===== src/rtl/evm_result_reader_pkg.sv =====
// Shared definitions for the EVM result read-out path.
// Covers candidate codes, the display park code and the reader state encoding.
package evm_pkg;

    localparam logic [1:0] CAND_NONE = 2'b00;
    localparam logic [1:0] CAND_1    = 2'b01;
    localparam logic [1:0] CAND_2    = 2'b10;
    localparam logic [1:0] CAND_3    = 2'b11;

    localparam logic [1:0] DISP_PARK = 2'b11;

    typedef enum logic [3:0] {
        ST_IDLE,
        ST_SELECT,
        ST_SETTLE,
        ST_CAPTURE,
        ST_EMIT,
        ST_WIN_SELECT,
        ST_WIN_SETTLE,
        ST_WIN_CAPTURE,
        ST_WIN_EMIT,
        ST_DONE,
        ST_ERROR
    } rd_state_e;

    function automatic logic is_busy(rd_state_e s);
        return !(s inside {ST_IDLE, ST_DONE, ST_ERROR});
    endfunction

endpackage


===== src/rtl/evm_result_reader_if.sv =====
// Record stream from the result reader toward the display/logging path.
interface evm_result_reader_if #(
    parameter int WIDTH = 7
);
    logic             rec_valid;
    logic             rec_ready;
    logic [1:0]       rec_name;
    logic [WIDTH-1:0] rec_count;
    logic             rec_is_winner;
    logic             rec_tie;
    logic             rec_last;

    modport master (
        output rec_valid, rec_name, rec_count, rec_is_winner, rec_tie, rec_last,
        input  rec_ready
    );

    modport slave (
        input  rec_valid, rec_name, rec_count, rec_is_winner, rec_tie, rec_last,
        output rec_ready
    );
endinterface


===== src/rtl/evm_result_reader_rec_hold.sv =====
// Valid/ready output register: loads one record, holds it until accepted, flushes on abort.
module evm_rec_hold #(
    parameter int WIDTH = 7
) (
    input  logic             clk,
    input  logic             rst,
    input  logic             load,
    input  logic             flush,
    input  logic             ready,
    input  logic [1:0]       name_in,
    input  logic [WIDTH-1:0] count_in,
    input  logic             win_in,
    input  logic             tie_in,
    input  logic             last_in,
    output logic             valid,
    output logic [1:0]       name,
    output logic [WIDTH-1:0] count,
    output logic             is_winner,
    output logic             tie,
    output logic             last
);

    always_ff @(posedge clk or negedge rst) begin
        if (!rst) begin
            valid     <= 1'b0;
            name      <= '0;
            count     <= '0;
            is_winner <= 1'b0;
            tie       <= 1'b0;
            last      <= 1'b0;
        end else if (flush) begin
            valid <= 1'b0;
        end else if (load) begin
            valid     <= 1'b1;
            name      <= name_in;
            count     <= count_in;
            is_winner <= win_in;
            tie       <= tie_in;
            last      <= last_in;
        end else if (valid && ready) begin
            valid <= 1'b0;
        end
    end

endmodule


===== src/rtl/evm_result_reader.sv =====
// Steps the EVM display selects through the three tallies and the winner and
// streams one record per step; guards against name/count inconsistencies.
module evm_result_reader
    import evm_pkg::*;
#(
    parameter int WIDTH         = 7,
    parameter int SETTLE_CYCLES = 1
) (
    input  logic                clk,
    input  logic                rst,
    input  logic                start_readout,
    input  logic                voting_done,
    input  logic                invalid_results,
    input  logic [1:0]          candidate_name,
    input  logic [WIDTH-1:0]    results,
    output logic [1:0]          display_results,
    output logic                display_winner,
    evm_result_reader_if.master rec,
    output logic [WIDTH+1:0]    total_votes,
    output logic                readout_busy,
    output logic                readout_done,
    output logic                readout_error
);

    rd_state_e        state;
    logic [1:0]       k;
    logic [3:0]       settle_cnt;
    logic [WIDTH-1:0] cnt_store [3];
    logic [WIDTH-1:0] stored_sel;

    logic             flush, ld, tie_cap, name_ok, win_ok;
    logic [1:0]       ld_name;
    logic [WIDTH-1:0] ld_count;
    logic             ld_win, ld_tie, ld_last;

    always_comb begin
        case (candidate_name)
            CAND_1:  stored_sel = cnt_store[0];
            CAND_2:  stored_sel = cnt_store[1];
            CAND_3:  stored_sel = cnt_store[2];
            default: stored_sel = '0;
        endcase
    end

    // A tie is only reported on the first step; it ends the readout with one record.
    always_comb begin
        flush    = is_busy(state) && !voting_done;
        tie_cap  = (k == 2'd0) && invalid_results;
        name_ok  = (candidate_name == (k + CAND_1));
        win_ok   = (candidate_name != CAND_NONE) && (results == stored_sel);
        ld       = 1'b0;
        ld_name  = CAND_NONE;
        ld_count = '0;
        ld_win   = 1'b0;
        ld_tie   = 1'b0;
        ld_last  = 1'b0;
        if (!flush) begin
            case (state)
                ST_CAPTURE: begin
                    if (tie_cap) begin
                        ld      = 1'b1;
                        ld_tie  = 1'b1;
                        ld_last = 1'b1;
                    end else if (name_ok) begin
                        ld       = 1'b1;
                        ld_name  = candidate_name;
                        ld_count = results;
                    end
                end
                ST_WIN_CAPTURE: begin
                    if (win_ok) begin
                        ld       = 1'b1;
                        ld_name  = candidate_name;
                        ld_count = results;
                        ld_win   = 1'b1;
                        ld_last  = 1'b1;
                    end
                end
                default: ;
            endcase
        end
    end

    always_ff @(posedge clk) begin
        if (state == ST_CAPTURE && !flush && !tie_cap && name_ok)
            cnt_store[k] <= results;
    end

    always_ff @(posedge clk or negedge rst) begin
        if (!rst) begin
            state           <= ST_IDLE;
            k               <= 2'd0;
            settle_cnt      <= 4'd0;
            total_votes     <= '0;
            display_results <= DISP_PARK;
            display_winner  <= 1'b0;
        end else if (flush) begin
            state           <= ST_ERROR;
            display_results <= DISP_PARK;
            display_winner  <= 1'b0;
        end else begin
            case (state)
                ST_IDLE: begin
                    if (start_readout && voting_done) begin
                        state       <= ST_SELECT;
                        k           <= 2'd0;
                        total_votes <= '0;
                    end
                end
                ST_SELECT: begin
                    display_results <= k;
                    display_winner  <= 1'b0;
                    settle_cnt      <= 4'(SETTLE_CYCLES);
                    state           <= ST_SETTLE;
                end
                ST_SETTLE, ST_WIN_SETTLE: begin
                    if (settle_cnt != 4'd0)
                        settle_cnt <= settle_cnt - 4'd1;
                    if (settle_cnt <= 4'd1)
                        state <= (state == ST_SETTLE) ? ST_CAPTURE : ST_WIN_CAPTURE;
                end
                ST_CAPTURE: begin
                    if (tie_cap) begin
                        state <= ST_EMIT;
                    end else if (name_ok) begin
                        total_votes <= total_votes + (WIDTH+2)'(results);
                        state       <= ST_EMIT;
                    end else begin
                        state           <= ST_ERROR;
                        display_results <= DISP_PARK;
                    end
                end
                ST_EMIT: begin
                    if (rec.rec_valid && rec.rec_ready) begin
                        if (rec.rec_last) begin
                            state           <= ST_DONE;
                            display_results <= DISP_PARK;
                        end else if (k == 2'd2) begin
                            state <= ST_WIN_SELECT;
                        end else begin
                            k     <= k + 2'd1;
                            state <= ST_SELECT;
                        end
                    end
                end
                ST_WIN_SELECT: begin
                    display_winner  <= 1'b1;
                    display_results <= DISP_PARK;
                    settle_cnt      <= 4'(SETTLE_CYCLES);
                    state           <= ST_WIN_SETTLE;
                end
                ST_WIN_CAPTURE: begin
                    if (win_ok) begin
                        state <= ST_WIN_EMIT;
                    end else begin
                        state          <= ST_ERROR;
                        display_winner <= 1'b0;
                    end
                end
                ST_WIN_EMIT: begin
                    if (rec.rec_valid && rec.rec_ready) begin
                        state          <= ST_DONE;
                        display_winner <= 1'b0;
                    end
                end
                ST_DONE: begin
                    if (!voting_done) begin
                        state <= ST_IDLE;
                    end else if (start_readout) begin
                        state       <= ST_SELECT;
                        k           <= 2'd0;
                        total_votes <= '0;
                    end
                end
                ST_ERROR: begin
                    if (!voting_done)
                        state <= ST_IDLE;
                end
                default: state <= ST_IDLE;
            endcase
        end
    end

    assign readout_busy  = is_busy(state);
    assign readout_done  = (state == ST_DONE);
    assign readout_error = (state == ST_ERROR);

    evm_rec_hold #(.WIDTH(WIDTH)) u_hold (
        .clk       (clk),
        .rst       (rst),
        .load      (ld),
        .flush     (flush),
        .ready     (rec.rec_ready),
        .name_in   (ld_name),
        .count_in  (ld_count),
        .win_in    (ld_win),
        .tie_in    (ld_tie),
        .last_in   (ld_last),
        .valid     (rec.rec_valid),
        .name      (rec.rec_name),
        .count     (rec.rec_count),
        .is_winner (rec.rec_is_winner),
        .tie       (rec.rec_tie),
        .last      (rec.rec_last)
    );

endmodule


===== src/flat_wrapper.sv =====
// flat-port wrapper written by rule: the top's interface ports become plain ports
module evm_result_reader_flat import evm_pkg::*;
#(
    parameter int WIDTH         = 7,
    parameter int SETTLE_CYCLES = 1
)
  (clk, rst, start_readout, voting_done, invalid_results, candidate_name, results, display_results, display_winner, total_votes, readout_busy, readout_done, readout_error, rec_rec_valid, rec_rec_name, rec_rec_count, rec_rec_is_winner, rec_rec_tie, rec_rec_last, rec_rec_ready);
  evm_result_reader_if #(.WIDTH(WIDTH)) rec_i ();
  input  logic clk;
  input  logic rst;
  input  logic start_readout;
  input  logic voting_done;
  input  logic invalid_results;
  input  logic [1:0] candidate_name;
  input  logic [WIDTH-1:0] results;
  output logic [1:0] display_results;
  output logic display_winner;
  output logic [WIDTH+1:0] total_votes;
  output logic readout_busy;
  output logic readout_done;
  output logic readout_error;
  output wire logic [$bits(rec_i.rec_valid)-1:0] rec_rec_valid;
  output wire logic [$bits(rec_i.rec_name)-1:0] rec_rec_name;
  output wire logic [$bits(rec_i.rec_count)-1:0] rec_rec_count;
  output wire logic [$bits(rec_i.rec_is_winner)-1:0] rec_rec_is_winner;
  output wire logic [$bits(rec_i.rec_tie)-1:0] rec_rec_tie;
  output wire logic [$bits(rec_i.rec_last)-1:0] rec_rec_last;
  input wire logic [$bits(rec_i.rec_ready)-1:0] rec_rec_ready;
  assign rec_rec_valid = rec_i.rec_valid;
  assign rec_rec_name = rec_i.rec_name;
  assign rec_rec_count = rec_i.rec_count;
  assign rec_rec_is_winner = rec_i.rec_is_winner;
  assign rec_rec_tie = rec_i.rec_tie;
  assign rec_rec_last = rec_i.rec_last;
  assign rec_i.rec_ready = rec_rec_ready;
  evm_result_reader #(.WIDTH(WIDTH), .SETTLE_CYCLES(SETTLE_CYCLES)) u_core (.clk(clk), .rst(rst), .start_readout(start_readout), .voting_done(voting_done), .invalid_results(invalid_results), .candidate_name(candidate_name), .results(results), .display_results(display_results), .display_winner(display_winner), .rec(rec_i), .total_votes(total_votes), .readout_busy(readout_busy), .readout_done(readout_done), .readout_error(readout_error));
endmodule

===== config.mk =====
export PLATFORM = sky130hd
export DESIGN_NAME = evm_result_reader_flat
export DESIGN_NICKNAME = d
export VERILOG_FILES = /design/src/rtl/evm_result_reader_pkg.sv /design/src/rtl/evm_result_reader_if.sv /design/src/rtl/evm_result_reader_rec_hold.sv /design/src/rtl/evm_result_reader.sv /design/src/flat_wrapper.sv
export SDC_FILE = /design/constraint.sdc
export NUM_CORES = 1
export LEC_CHECK = 0
export ABC_CLOCK_PERIOD_IN_PS = 6300
export CAP_MARGIN = 30
export CORE_MARGIN = 8
export CORE_UTILIZATION = 35
export DETAILED_ROUTE_END_ITERATION = 6
export GPL_ROUTABILITY_DRIVEN = 0
export REMOVE_ABC_BUFFERS = 1
export SLEW_MARGIN = 20
export SYNTH_ARGS = -nofsm -noshare
export SYNTH_HDL_FRONTEND = slang
export SYNTH_SLANG_ARGS = --single-unit

===== constraint.sdc =====
create_clock -name clk -period 6.3 [get_ports clk]
set_input_delay 1.26 -clock clk [delete_from_list [all_inputs] [get_ports clk]]
set_output_delay 1.26 -clock clk [all_outputs]
set_load 0.005 [all_outputs]

==> impl_metrics.yaml <==
setup_path:
  r2r_end: "u_core.total_votes[8]"
  setup.worst_path.class: "primary input to register"
  cp_top_family: "simple AND/OR/NAND/NOR gates"
  crit_chain: "clkdlybuf4s50_1 > xor2_1 > nor2_1 > a311o_1 > nand4_1 > or4_1 > o21ai_0"
  path_buf_inv: 1
  cp.arrival_ns: 4.22
  reg2reg_slack_ns: 3.23
  crit_fanout: 18
  r2r-start: "u_core.state[3]"
  worst_setup_path_end_kind: "register"
  crit_required_ns: 6.55
  startpoint_type: "primary input"
  r2r_cells: 5
  slowest_stage: "clkdlybuf4s50_1"
  max_stage_delay_ns: 0.97
floorplan:
  coreArea_um2: 9150
  initial_utilization_pct: 35.7
  die_w_um: 113
  io_pins: 43
  die_area_um2: 12700
  die_height_um: 113
  num_rows: 35
global_route:
  grt_use_total_pct: 13.5
  antenna_found_initial: 0
  grt_util_met2_pct: 22.2
  globalRoute.busiestLayer: "met2"
  grt_pass1_vias: 2716
  grt-ovfl-total: 0
  use_met1_pct: 17.0
  grt_pass1_wl_um: 13900
  grtUsageMet3_pct: 3.38
  grt_max_degree: 36
cts:
  ctsHoldBuffers: 0
  root_buffer: "clkbuf_8"
  numCtsBuffers: 5
  cts_resized: 0
  cts_setup_buffers: 0
  clk_latency_ns: 0.31
  clk_pin_slew_ns: 0.10
  tritoncts: "yes"
  htreeDepth: 2
  cts_buffer_depth: 2
  cts.sinks: 56
sta:
  fin_skew_ns: 0.0101
  finalSetupViolCount: 0
  min_period_ns: 3.97
  setup_tns_ns: 0
  fmax_mhz: 252
  hold_viol_final: 0
  relSlewSlack_pct: 44.2
  tightest_slew_ns: 0.836
  finalCritPeriodShare_pct: 63.0
  slew_viol_final: 0
  rsz0062_at_grt: "false"
layout:
  seqCellArea_um2: 1510
  num_antenna_cells: 0
  multi_input_area_um2: 1590
  layout_common_cells: "clkdlybuf4s50_1, nand2_1, dfrtp_1"
  area_growth_pct: 18.1
  nNetsFinal: 395
  layout_commonest_cell: "clkdlybuf4s50_1"
  fillCellCount: 904
  post_route_cells_drive_above_1_share_pct: 6.52
route:
  ant_nets: 0
  remaining_drc_errors: 0
  wl_um: 8250
  dr.pass1.iters: 4
  via_count: 2680
  wl_per_cell_um: 17.2
  via_per_inst: 5.59
  drt-initial-drc-count: 184
min_path:
  min_path_type: "register to register"
  min_delay_worst_endpoint: "u_core.u_hold.is_winner"
  worstHoldStart: "u_core.u_hold.is_winner"
  hold_depth: 2
synth:
  synth-seq-cells: 56
  ys_async_sr_fraction_pct: 62.5
  yosys_warnings: 0
  seq_area_frac_synth_pct: 46.2
  netlist_area_um2: 3270
  syn_area_per_cell_um2: 9.93
  synth-edff-count: 21
  synthDistinctLibCells: 62
  synth_ff_type: "dfrtp_1"
  netlist_instances: 329
pwr:
  power_w: 0.00136
  cellPowerDensity_nw_per_um2: 352
  p_leak_nw: 1.52
  vdd_drop_max_v: 0.000221
placement:
  io_buffers: 42
  dp_hpwl_um: 6090
run:
  maxCapViolCount: 0
status:
  outcome: "complete, no violations"
==> power by group <==
part | total [W] | switching, W | leakage (nW) | internal [W]
clock network | 0.000240 | 0.000122 | 0.0558 | 0.000118
registers | 0.000525 | 0.0000863 | 0.652 | 0.000439
logic | 0.000592 | 0.000332 | 0.812 | 0.000260
total | 0.00136 | 0.000540 | 1.52 | 0.000817
==> flip-flops by register name (all words and copies together), names as in the netlist <==
register                 flops
u_core.cnt_store            21
u_core.total_votes           9
u_core.u_hold.count          7
u_core.settle_cnt            4
u_core.state                 4
u_core.display_results       2
u_core.k                     2
u_core.u_hold.name           2
u_core.display_winner        1
u_core.u_hold.is_winner      1
u_core.u_hold.last           1
u_core.u_hold.tie            1
u_core.u_hold.valid          1
==> how the worst max path moves through the flow <==
stage | from | endpoint | cells past startpoint | slack [ns]
6_report | candidate_name[1] | u_core.total_votes[8] | 7 | 2.33
5_1_grt | candidate_name[1] | u_core.total_votes[7] | 7 | 2.11
4_1_cts | candidate_name[1] | u_core.total_votes[8] | 7 | 2.35
3_5_place_dp | candidate_name[1] | u_core.total_votes[7] | 7 | 2.02
3_3_place_gp | candidate_name[1] | u_core.total_votes[7] | 7 | 2.07
2_1_floorplan | candidate_name[1] | u_core.u_hold.tie | 6 | 3.23
==> layout make-up <==
cell class	instances	share of cell area, %
clock buffer	5	1.78
clock inverter	3	1.10
inverter	24	2.33
multi-input combinational	237	41.2
sequential	56	39.1
tap	111	3.60
timing repair buffer	43	10.9
==> per-stage QoR <==
stage / setup slack, ns / hold slack, ns / cell area, um^2 / instances / utilization, %
2_1_floorplan: 3.23 / 0.472 / 3190 / 317 / -
3_3_place_gp: 2.07 / 0.501 / 3740 / 470 / 40.9
3_5_place_dp: 2.02 / 0.504 / 3750 / 471 / 41.0
4_1_cts: 2.35 / 0.526 / 3860 / 479 / 42.2
5_1_grt: 2.11 / 0.545 / 3860 / 479 / 42.2
6_report: 2.33 / 0.521 / 3860 / 479 / 42.2
==> kinds of logic after synthesis <==
logic type | Yosys count | synth area share, %
muxes | 9 | 2.91
adders and majority gates | 13 | 5.21
DFF | 56 | 46.2
and+or+nand+nor | 99 | 15.2
AOI/OAI and AO/OA | 101 | 21.3
buffers and inverters | 36 | 5.13
xor gates and xnor gates | 15 | 4.02
==> cell usage after synthesis (3+ instances only) <==
library cell / count / share of area [%]
dfrtp_1: 33 / 25
nand2b_1: 5 / 0.96
edfxtp_1: 21 / 19
xor2_1: 6 / 1.6
and2_1: 3 / 0.57
a21oi_1: 15 / 2.3
clkbuf_1: 8 / 0.92
o21a_1: 3 / 0.69
a311oi_1: 5 / 1.3
nand2_1: 38 / 4.4
inv_1: 23 / 2.6
mux2i_1: 8 / 2.5
nand3_1: 7 / 1.1
xnor2_1: 9 / 2.4
o31ai_1: 10 / 2.3
a21o_1: 3 / 0.69
nor2b_1: 4 / 0.77
or4_1: 3 / 0.69
o21ai_0: 23 / 3.5
ha_1: 12 / 4.6
nor2_1: 20 / 2.3
o22ai_1: 14 / 2.7
or2_2: 3 / 0.57
o21bai_1: 5 / 1.1
nor3_1: 4 / 0.61
==> worst register-to-register path: stages (launching register included) <==
cell      delay [ns]
dfrtp_1         0.70
clkinv_1        0.39
o32ai_1         0.53
nand4_1         0.63
or4_1           0.68
o21ai_0         0.08
==> metal layers <==
layer / up-vias / routed length, um
met5: - / 0
met4: 0 / 99
met3: 10 / 490
met2: 86 / 3980
met1: 1309 / 3680
li1: 1275 / -
Power figures use the tool's default switching activity.
